[config.mk]
export PLATFORM = sky130hd
export DESIGN_NAME = song_sequencer
export DESIGN_NICKNAME = d
export VERILOG_FILES = /design/src/rtl/song_sequencer_pkg.sv /design/src/rtl/song_sequencer_beat_counter.sv /design/src/rtl/song_sequencer.sv
export SDC_FILE = /design/constraint.sdc
export NUM_CORES = 1
export LEC_CHECK = 0
export BUFFER_PORTS_ARGS = -buffer_cell sky130_fd_sc_hd__buf_2
export CAP_MARGIN = 40
export CORE_ASPECT_RATIO = 2
export CORE_MARGIN = 1
export CORE_UTILIZATION = 47
export DETAILED_ROUTE_END_ITERATION = 16
export HOLD_SLACK_MARGIN = 0.03
export PLACE_DENSITY_LB_ADDON = 0.25
export SLEW_MARGIN = 5
export SYNTH_ARGS = -nofsm -noshare
export SYNTH_HDL_FRONTEND = slang
export SYNTH_SLANG_ARGS = --single-unit
export TNS_END_PERCENT = 5
[constraint.sdc]
create_clock -name CLK -period 2 [get_ports CLK]
set_input_delay 0.2 -clock CLK [delete_from_list [all_inputs] [get_ports CLK]]
set_output_delay 0.2 -clock CLK [all_outputs]
set_load 0.02 [all_outputs]
[src/rtl/song_sequencer_pkg.sv]
// Shared song sequencer constants: note codes, end-of-song marker, ROM entry layout and FSM states.
package song_sequencer_pkg;

    localparam logic [3:0] NOTE_NONE = 4'd0;
    localparam logic [3:0] NOTE_C4   = 4'd1;
    localparam logic [3:0] NOTE_D    = 4'd2;
    localparam logic [3:0] NOTE_E    = 4'd3;
    localparam logic [3:0] NOTE_F    = 4'd4;
    localparam logic [3:0] NOTE_G    = 4'd5;
    localparam logic [3:0] NOTE_A    = 4'd6;
    localparam logic [3:0] NOTE_B    = 4'd7;
    localparam logic [3:0] NOTE_C5   = 4'd8;

    localparam logic [3:0] DUR_END   = 4'd0;

    typedef struct packed {
        logic [3:0] note;
        logic [3:0] dur;
    } rom_entry_t;

    typedef enum logic [2:0] {
        ST_IDLE     = 3'd0,
        ST_FETCH    = 3'd1,
        ST_WAIT_ROM = 3'd2,
        ST_PLAY     = 3'd3,
        ST_GAP      = 3'd4,
        ST_PAUSED   = 3'd5,
        ST_DONE     = 3'd6
    } state_t;

    // Codes above C5 are rests: silent, but their duration still counts.
    function automatic logic [3:0] play_code(input logic [3:0] code);
        return (code > NOTE_C5) ? NOTE_NONE : code;
    endfunction

endpackage

[src/rtl/song_sequencer_beat_counter.sv]
// 4-bit loadable down-counter used for note durations and inter-note gaps.
module song_sequencer_beat_counter (
    input  logic       CLK,
    input  logic       RESET,
    input  logic       load,
    input  logic [3:0] load_val,
    input  logic       en,
    output logic       zero_c
);

    logic [3:0] cnt;

    always_ff @(posedge CLK or posedge RESET) begin
        if (RESET) begin
            cnt <= 4'd0;
        end else if (load) begin
            cnt <= load_val;
        end else if (en) begin
            cnt <= cnt - 4'd1;
        end
    end

    assign zero_c = (cnt == 4'd0);

endmodule

[src/rtl/song_sequencer.sv]
// ROM-driven song player: walks note entries, holds each for dur TICKs, with optional silent gaps.
module song_sequencer
    import song_sequencer_pkg::*;
#(
    parameter int unsigned ADDR_W    = 5,
    parameter int unsigned GAP_TICKS = 1
) (
    input  logic              CLK,
    input  logic              RESET,
    input  logic              TICK,
    input  logic              START,
    input  logic              STOP,
    input  logic              PAUSE,
    input  logic              LOOP,
    output logic [ADDR_W-1:0] rom_addr,
    input  logic [7:0]        rom_data,
    output logic [3:0]        note,
    output logic [7:0]        Led,
    output logic              busy,
    output logic              done
);

    // Counter holds remaining ticks minus one, so the TICK seen at zero is the final one.
    localparam logic [3:0] GAP_LOAD = (GAP_TICKS != 0) ? 4'(GAP_TICKS - 1) : 4'd0;

    state_t            state, state_d;
    rom_entry_t        entry;
    logic [ADDR_W-1:0] addr_d;
    logic [3:0]        note_d, cur_note, cur_d;
    logic [7:0]        led_d;
    logic              resume_gap, resume_d;
    logic              wrap, wrap_d;
    logic              cnt_load, cnt_en, cnt_zero;
    logic [3:0]        cnt_val;

    assign entry = rom_data;

    song_sequencer_beat_counter u_beat_counter (
        .CLK      (CLK),
        .RESET    (RESET),
        .load     (cnt_load),
        .load_val (cnt_val),
        .en       (cnt_en),
        .zero_c   (cnt_zero)
    );

    always_ff @(posedge CLK or posedge RESET) begin
        if (RESET) begin
            state      <= ST_IDLE;
            rom_addr   <= '0;
            note       <= NOTE_NONE;
            Led        <= 8'h00;
            busy       <= 1'b0;
            done       <= 1'b0;
            cur_note   <= NOTE_NONE;
            resume_gap <= 1'b0;
            wrap       <= 1'b0;
        end else begin
            state      <= state_d;
            rom_addr   <= addr_d;
            note       <= note_d;
            Led        <= led_d;
            busy       <= (state_d != ST_IDLE);
            done       <= (state_d == ST_DONE);
            cur_note   <= cur_d;
            resume_gap <= resume_d;
            wrap       <= wrap_d;
        end
    end

    // Next-state logic; STOP outranks PAUSE, which outranks (and swallows) TICK.
    always_comb begin
        state_d  = state;
        addr_d   = rom_addr;
        note_d   = note;
        cur_d    = cur_note;
        resume_d = resume_gap;
        wrap_d   = wrap;
        cnt_load = 1'b0;
        cnt_val  = 4'd0;
        cnt_en   = 1'b0;

        if (STOP) begin
            state_d  = ST_IDLE;
            addr_d   = '0;
            note_d   = NOTE_NONE;
            wrap_d   = 1'b0;
            cnt_load = 1'b1;
        end else begin
            case (state)
                ST_IDLE: begin
                    addr_d = '0;
                    note_d = NOTE_NONE;
                    if (START) state_d = ST_FETCH;
                end
                ST_FETCH: state_d = ST_WAIT_ROM;
                ST_WAIT_ROM: begin
                    if (entry.dur == DUR_END || wrap) begin
                        wrap_d = 1'b0;
                        addr_d = '0;
                        if (LOOP) begin
                            state_d = ST_FETCH;
                        end else begin
                            state_d = ST_DONE;
                            note_d  = NOTE_NONE;
                        end
                    end else begin
                        state_d  = ST_PLAY;
                        cur_d    = play_code(entry.note);
                        note_d   = play_code(entry.note);
                        cnt_load = 1'b1;
                        cnt_val  = entry.dur - 4'd1;
                    end
                end
                ST_PLAY: begin
                    if (PAUSE) begin
                        state_d  = ST_PAUSED;
                        resume_d = 1'b0;
                        note_d   = NOTE_NONE;
                    end else if (TICK) begin
                        if (!cnt_zero) begin
                            cnt_en = 1'b1;
                        end else if (GAP_TICKS != 0) begin
                            state_d  = ST_GAP;
                            note_d   = NOTE_NONE;
                            cnt_load = 1'b1;
                            cnt_val  = GAP_LOAD;
                        end else begin
                            state_d = ST_FETCH;
                            addr_d  = rom_addr + ADDR_W'(1);
                            wrap_d  = (rom_addr == '1);
                        end
                    end
                end
                ST_GAP: begin
                    note_d = NOTE_NONE;
                    if (PAUSE) begin
                        state_d  = ST_PAUSED;
                        resume_d = 1'b1;
                    end else if (TICK) begin
                        if (!cnt_zero) begin
                            cnt_en = 1'b1;
                        end else begin
                            state_d = ST_FETCH;
                            addr_d  = rom_addr + ADDR_W'(1);
                            wrap_d  = (rom_addr == '1);
                        end
                    end
                end
                ST_PAUSED: begin
                    note_d = NOTE_NONE;
                    if (PAUSE) begin
                        if (resume_gap) begin
                            state_d = ST_GAP;
                        end else begin
                            state_d = ST_PLAY;
                            note_d  = cur_note;
                        end
                    end
                end
                ST_DONE: begin
                    state_d = ST_IDLE;
                    note_d  = NOTE_NONE;
                end
                default: begin
                    state_d = ST_IDLE;
                    addr_d  = '0;
                    note_d  = NOTE_NONE;
                end
            endcase
        end
    end

    // LED image tracks the next note so both registers switch on the same edge.
    always_comb begin
        led_d = 8'h00;
        case (note_d)
            NOTE_C4: led_d = 8'h80;
            NOTE_D:  led_d = 8'h40;
            NOTE_E:  led_d = 8'h20;
            NOTE_F:  led_d = 8'h10;
            NOTE_G:  led_d = 8'h08;
            NOTE_A:  led_d = 8'h04;
            NOTE_B:  led_d = 8'h02;
            NOTE_C5: led_d = 8'h01;
            default: led_d = 8'h00;
        endcase
    end

endmodule

==> metrics.csv, run 1 <==
stage;metric;value;unit
outcome;status;complete, no violations;
power_and_ir_drop;Clk network pwr share;0.263;
critical_path;Worst Setup EP;rom_addr[0];
synthesis;Synth top area share;0.428;
place;Post-Place Setup Slack;-0.0388;ns
routing;DR WL/cell;15.2;um
routing;met2 WL post-DR;2.63;mm
synthesis;Post-Synthesis Cells;201;
power_and_ir_drop;combinational share of power;0.410;
finish;share of cells above drive strength 1;0.329;
synthesis;YS warnings;0;
finish;final instance area;2450;sq um
critical_path;instance count on the critical path;8;
synthesis;FFs w/ async S/R, synth;1.00;
synthesis;Post-Synthesis Cell Area;1870;sq um
synthesis;Seq/Total Area, Yosys;0.428;
sta;Final Max Slew Viols;0;
critical_path;Top delay family on crit path;simple AND/OR/NAND/NOR gates;
power_and_ir_drop;Cell Int Power;1.67;mW
critical_path;CP Class;register to register;
worst_hold_path;class of the worst hold path;primary input to register;
critical_path;CP Capture Type;register;
sta;final setup violation count;0;
finish;Finished Layout Cells;309;
critical_path;Worst R2R Start;u_beat_counter.cnt[1];
synthesis;top cells by area, synth;dfrtp_1, nand2_1, nor2_1, ha_1, a21oi_1;
grt;vias in the first global route;1728;
finish;final core occ;0.637;
finish;Fillers;346;
power_and_ir_drop;sequential power share;0.327;
finish;FF/Latch Area;801;sq um
synthesis;synth cell count leaders;dfrtp_1, nand2_1, nor2_1;
synthesis;Synth Net Count;221;
routing;uppermost layer routed;met4;
power_and_ir_drop;pwr dens;1050;nW/um^2
critical_path;Slowest cell on crit path;dfrtp_1;
power_and_ir_drop;Tot Pwr;2.57;mW
critical_path;largest fanout on the critical path;5;
synthesis;Post-synth EDFFs;0;
critical_path;Worst EP required;2.17;ns
critical_path;start point of the critical path;u_beat_counter.cnt[1];
critical_path;CP Cell Sequence;inv_1, ha_2, buf_4, nand4bb_4, or3_4, a21o_1, and2_4, mux2_2;
cts;H-Tree Depth;2;
critical_path;R2R Path End;rom_addr[0];
synthesis;Seq cells post-synth;32;
sta;final hold vios;0;
floorplanning;die area;4250;sq um
synthesis;unique cell type count in the Yosys netlist;55;
place;Post-DP HPWL;3.56;mm
sta;actual slew at the worst max-slew pin;0.449;ns
grt;initial antenna violation count;0;
floorplanning;die height;91.2;um
power_and_ir_drop;Worst VDD drop;0.000757;V
synthesis;dominant synthesized flop cell;dfrtp_1;
sta;Worst Slack Setup Final;0.0271;ns
floorplanning;starting density of the core;0.487;
sta;skew final;0.00550;ns
critical_path;crit-path max cell delay;0.40;ns
sta;fmax;507;MHz
finish;Area Growth Syn to Fin;30.8;%
cts;CTS tree;built;
place;Placed Cells incl. Taps;298;
sta;Final min period;1.97;ns
floorplanning;Rows;32;
synthesis;post-synthesis area per instance;9.31;sq um
cts;clk sink count;32;
critical_path;CP Launch Type;register;
critical_path;Reg2Reg Depth;8;
critical_path;Critical Path AT;2.14;ns
cts;clk_lat worst skew;0.28;ns
sta;RSZ-0062 raised after global routing;true;
routing;initial drt markers;38;
finish;area of the multi-input gates;1060;sq um
floorplanning;Placeable Area;3840;sq um
power_and_ir_drop;Switching Fraction;0.347;
place;I/O Buffers;33;
sta;fin crit share;0.986;
floorplanning;boundary pin count;34;
routing;DRT Pass-1 Iters;4;
job;max-cap violations;0;
routing;WL met3;126;um
routing;final wirelength;4.70;mm
critical_path;R2R setup slack;0.03;ns
cts;CTS root buf;clkbuf_8;
place;placed cell area;2220;sq um
sta;setup TNS;0;ns
grt;first-pass GRT wire length;7.58;mm
critical_path;Worst Path Buf+Inv;2;
grt;largest net degree at the start of global routing;33;
place;GP Congestion;0.835;
power_and_ir_drop;Leakage;1.22;nW
sta;final hold slack;0.200;ns
grt;gr usage total;0.240;
finish;final net count;277;
floorplanning;die width;46.6;um
cts;TritonCTS buffer count;5;
cts;CTS clk-pin slew, worst paths;0.07;ns
finish;ANT cells;0;
routing;WL met1;1.70;mm
cts;Max Root-Sink Buffers;2;
synthesis;most numerous cell in the Yosys netlist;dfrtp_1;
routing;DRC Markers;0;
routing;Via-to-Cell Ratio;5.69;
synthesis;leading area contributor after synthesis;dfrtp_1;
grt;GRT Residual Overflow;0;
routing;ANT nets after route;0;
routing;Vias;1758;
power_and_ir_drop;Psw;0.891;mW
sta;Max-slew headroom;0.698;
-- layout by cell type (no fill, tap or decap), types with 4 or more instances in the layout --
cell type / count
buf_2: 33
dfrtp_1: 32
buf_4: 22
nand2_1: 19
nor2_1: 17
inv_1: 12
a21oi_1: 11
clkbuf_8: 7
o21ai_0: 6
a22o_1: 6
nor3_1: 5
nand2b_1: 5
a31oi_1: 4
ha_1: 4
-- flip-flops by register name (all words and copies together) (netlist names) --
name	count
Led	8
rom_addr	5
cur_note	4
note	4
u_beat_counter.cnt	4
state	3
busy	1
done	1
resume_gap	1
wrap	1
-- how the worst min path moves through the flow --
stage	start	end	slack, ns	cells past startpoint
floorplan	STOP	state[1]	0.27	1
global placement	RESET	wrap	0.30	3
finish	rom_data[6]	cur_note[3]	0.20	4
global route	rom_data[5]	cur_note[1]	0.23	3
CTS	rom_data[4]	cur_note[3]	0.19	4
detailed placement	RESET	wrap	0.30	3
-- metal layers --
metal,track usage,up-vias
met4,0.143,0
met2,0.404,49
met1,0.258,834
li1,-,853
met3,0.0417,22
met5,0,-
-- power groups by stage --
stage / Clock, mW / Sequential (mW) / Combinational (mW)
global placement: 0 / 0.846 / 0.927
finish: 0.674 / 0.839 / 1.05
global route: 0.709 / 0.848 / 1.15
detailed placement: 0 / 0.847 / 0.939
CTS: 0.685 / 0.835 / 0.964
floorplan: 0 / 0.840 / 0.587
-- worst reg2reg max path: cells and delay by family (launching register included) --
family	cells	cell delay, ns
buffers and inverters	2	0.19
AOI/OAI and AO/OA	1	0.18
and+or+nand+nor	3	0.67
muxes	1	0.26
DFF	1	0.40
adders and majority gates	1	0.17
-- final cells by class --
cell class | instances | area share
Clock buffer | 7 | 0.0393
Clock inverter | 1 | 0.0123
Timing Repair Buffer | 57 | 0.144
Sequential cell | 32 | 0.327
Inverter | 12 | 0.0184
Multi-Input combinational cell | 149 | 0.433
Tap cell | 51 | 0.0261
-- kinds of logic (layout without fill, tap and decap cells) --
kind of cell	count (synthesis)	after routing	synth area share
AO/OA/AOI/OAI	57	57	0.216
XOR/XNOR	4	4	0.0187
adder cells (fa/ha/maj)	5	5	0.0334
buffers and inverters	20	77	0.0428
flip-flops	32	32	0.428
multiplexers	1	1	0.00602
AND/OR/NAND/NOR	82	82	0.255
-- what timing repair did --
item                       4_1_cts  5_1_grt
hold endpoints to repair        32        0
setup buffers                    1        1
pin swaps                        1        3
hold buffers                     1        0
setup endpoints to repair        1       18
gates resized for setup          2       13
gates cloned                     0        0
Power figures use the tool's default switching activity.
==> run 2: changes to the inputs <==
- CORE_ASPECT_RATIO: 2 -> 1.2
- GPL_TIMING_DRIVEN: not set -> 0
==> metrics.csv, run 2 (same netlist as run 1, synthesis figures left out) <==
stage;metric;value;unit;change
outcome;status;finished with violations;;
outcome;failing checks;negative setup slack;;
grt;GRT Residual Overflow;0;;unchanged
finish;ANT cells;0;;unchanged
grt;gr usage total;0.220;;-0.0200
power_and_ir_drop;sequential power share;0.346;;+0.019
grt;first-pass GRT wire length;7.05;mm;-7.0%
place;placed cell area;2130;sq um;-4.2%
critical_path;CP Class;register to register;;
grt;initial antenna violation count;0;;unchanged
finish;Largest register FFs;8;;unchanged
sta;Max-slew headroom;0.557;;-0.141
cts;Max Root-Sink Buffers;2;;unchanged
power_and_ir_drop;Clk network pwr share;0.254;;-0.009
routing;Via-to-Cell Ratio;5.75;;+1.1%
critical_path;crit-path max cell delay;0.40;ns;about the same
routing;DRT Pass-1 Iters;4;;unchanged
floorplanning;die height;71.1;um;-22%
sta;Final min period;2.00;ns;+0.0310 ns
routing;DR WL/cell;14.6;um;-4.1%
sta;setup TNS;-0.00393;ns;-0.00393 ns
power_and_ir_drop;pwr dens;1010;nW/um^2;-3.3%
critical_path;Top delay family on crit path;simple AND/OR/NAND/NOR gates;;
power_and_ir_drop;Switching Fraction;0.369;;+0.0215
floorplanning;die area;4240;sq um;-0.33%
finish;share of cells above drive strength 1;0.308;;-0.0218
cts;CTS root buf;clkbuf_8;;
finish;commonest non-fill, non-tap cell in the layout;buf_2;;
critical_path;CP Capture Type;register;;
finish;FF/Latch Area;801;sq um;unchanged
finish;final net count;266;;-4.0%
cts;CTS clk-pin slew, worst paths;0.07;ns;about the same
power_and_ir_drop;Cell Int Power;1.52;mW;-9.4%
cts;CTS tree;built;;
floorplanning;Rows;24;;-25%
finish;leading cell types in the layout, fill and taps excluded;buf_2, dfrtp_1, nand2_1;;
sta;Final Max Slew Viols;0;;unchanged
routing;DRC Markers;0;;unchanged
floorplanning;boundary pin count;34;;unchanged
sta;skew final;0.00531;ns;-0.000193 ns
finish;Fillers;348;;+0.58%
power_and_ir_drop;Worst VDD drop;0.000560;V;-26%
finish;Largest Register;Led;;
sta;actual slew at the worst max-slew pin;0.664;ns;+0.215 ns
cts;TritonCTS buffer count;5;;unchanged
sta;final hold vios;0;;unchanged
sta;fmax;499;MHz;-1.5%
critical_path;CP Cell Sequence;inv_2, ha_4, and4bb_2, o21ai_2, a22o_1, or3_4, nor4_4;;
cts;clk_lat worst skew;0.29;ns;about the same
sta;final hold slack;0.191;ns;-0.00882 ns
routing;final wirelength;4.36;mm;-7.2%
sta;final setup violation count;1;;+1
finish;Area Growth Syn to Fin;26.8;%;
floorplanning;Placeable Area;3720;sq um;-3.1%
routing;Vias;1720;;-2.2%
grt;vias in the first global route;1645;;-4.8%
grt;largest net degree at the start of global routing;19;;-42%
worst_hold_path;class of the worst hold path;primary input to register;;
floorplanning;starting density of the core;0.503;;+0.0157
critical_path;Worst EP required;2.20;ns;+0.03 ns
routing;initial drt markers;49;;+29%
place;GP Congestion;0.916;;+9.6%
sta;fin crit share;1.00;;+0.0155
critical_path;Slowest cell on crit path;dfrtp_1;;
power_and_ir_drop;Tot Pwr;2.40;mW;-6.3%
finish;Largest regs;Led x8, rom_addr x5;;
critical_path;CP Launch Type;register;;
power_and_ir_drop;Leakage;1.15;nW;-5.7%
finish;final instance area;2370;sq um;-3.1%
floorplanning;die width;59.6;um;+28%
place;I/O Buffers;33;;unchanged
sta;RSZ-0062 raised after global routing;true;;
routing;ANT nets after route;0;;unchanged
critical_path;Worst Path Buf+Inv;1;;-1
critical_path;largest fanout on the critical path;5;;unchanged
cts;clk sink count;32;;unchanged
place;Post-Place Setup Slack;-0.157;ns;-0.118 ns
finish;area of the multi-input gates;1080;sq um;+2.0%
sta;Worst Slack Setup Final;-0.00393;ns;-0.0310 ns
power_and_ir_drop;combinational share of power;0.400;;-0.010
job;max-cap violations;0;;unchanged
place;Post-DP HPWL;3.10;mm;-13%
critical_path;Critical Path AT;2.20;ns;+0.06 ns
power_and_ir_drop;Psw;0.887;mW;-0.44%
cts;H-Tree Depth;2;;unchanged
-- run 2: changes by cell type in the layout (fill, tap and decap cells not counted), sizes merged --
cell | previous run | this run
clkinv | 0 | 1
clkinvlp | 0 | 1
clkbuf | 7 | 9
buf | 56 | 41
-- run 2: tightest hold or removal path, stage by stage --
cell     delay (ns)
buf_2          0.08
nor4b_1        0.06
nand2_1        0.05
nand2_1        0.05
-- run 2: stage by stage --
step | util | instances
after detailed placement | 0.572 | 287
final | 0.637 | 299
after floorplan | - | 201
after CTS | 0.614 | 296
after global placement | 0.565 | 286
after global routing | 0.637 | 299
-- run 2: layer usage --
metal | up-vias | routed length, um | track usage
li1 | 828 | - | -
met1 | 820 | 1800 | 0.264
met2 | 61 | 2210 | 0.360
met3 | 11 | 227 | 0.0567
met4 | 0 | 131 | 0.109
met5 | - | 0 | 0
-- run 2: path summary, 6_finish.rpt --
path	from	to	slack, ns	cells past startpoint
setup / recovery	u_beat_counter.cnt[1]	Led[3]	-0.004	7
hold / removal	rom_data[4]	cur_note[3]	0.19	4
setup reg to reg	u_beat_counter.cnt[1]	Led[3]	-0.004	7
hold reg to reg	cur_note[0]	cur_note[0]	0.48	2
max in group asynchronous	RESET	note[2]	0.93	4
min in group asynchronous	RESET	u_beat_counter.cnt[1]	0.56	3
-- run 2: layout make-up --
type,instances,area share
buffer,7,0.0153
clock inverter,3,0.0179
clock buffer,5,0.0290
tap,52,0.0274
sequential,32,0.337
inverter,12,0.0190
timing repair buffer,39,0.0980
multi-input combinational,149,0.456
-- run 2: power by group through the flow --
stage / Clock [mW] / Sequential [mW] / Combinational [mW]
after global routing: 0.645 / 0.840 / 1.07
after floorplan: 0 / 0.840 / 0.587
after global placement: 0 / 0.832 / 0.777
after detailed placement: 0 / 0.836 / 0.794
after CTS: 0.632 / 0.824 / 0.851
final: 0.612 / 0.831 / 0.962
-- run 2: what timing repair did --
item,in CTS,in global routing
pin swaps,1,6
gates resized for setup,5,19
hold endpoints to repair,14,0
endpoints found under the setup margin,12,19
hold buffers,1,0
buffers inserted,0,4
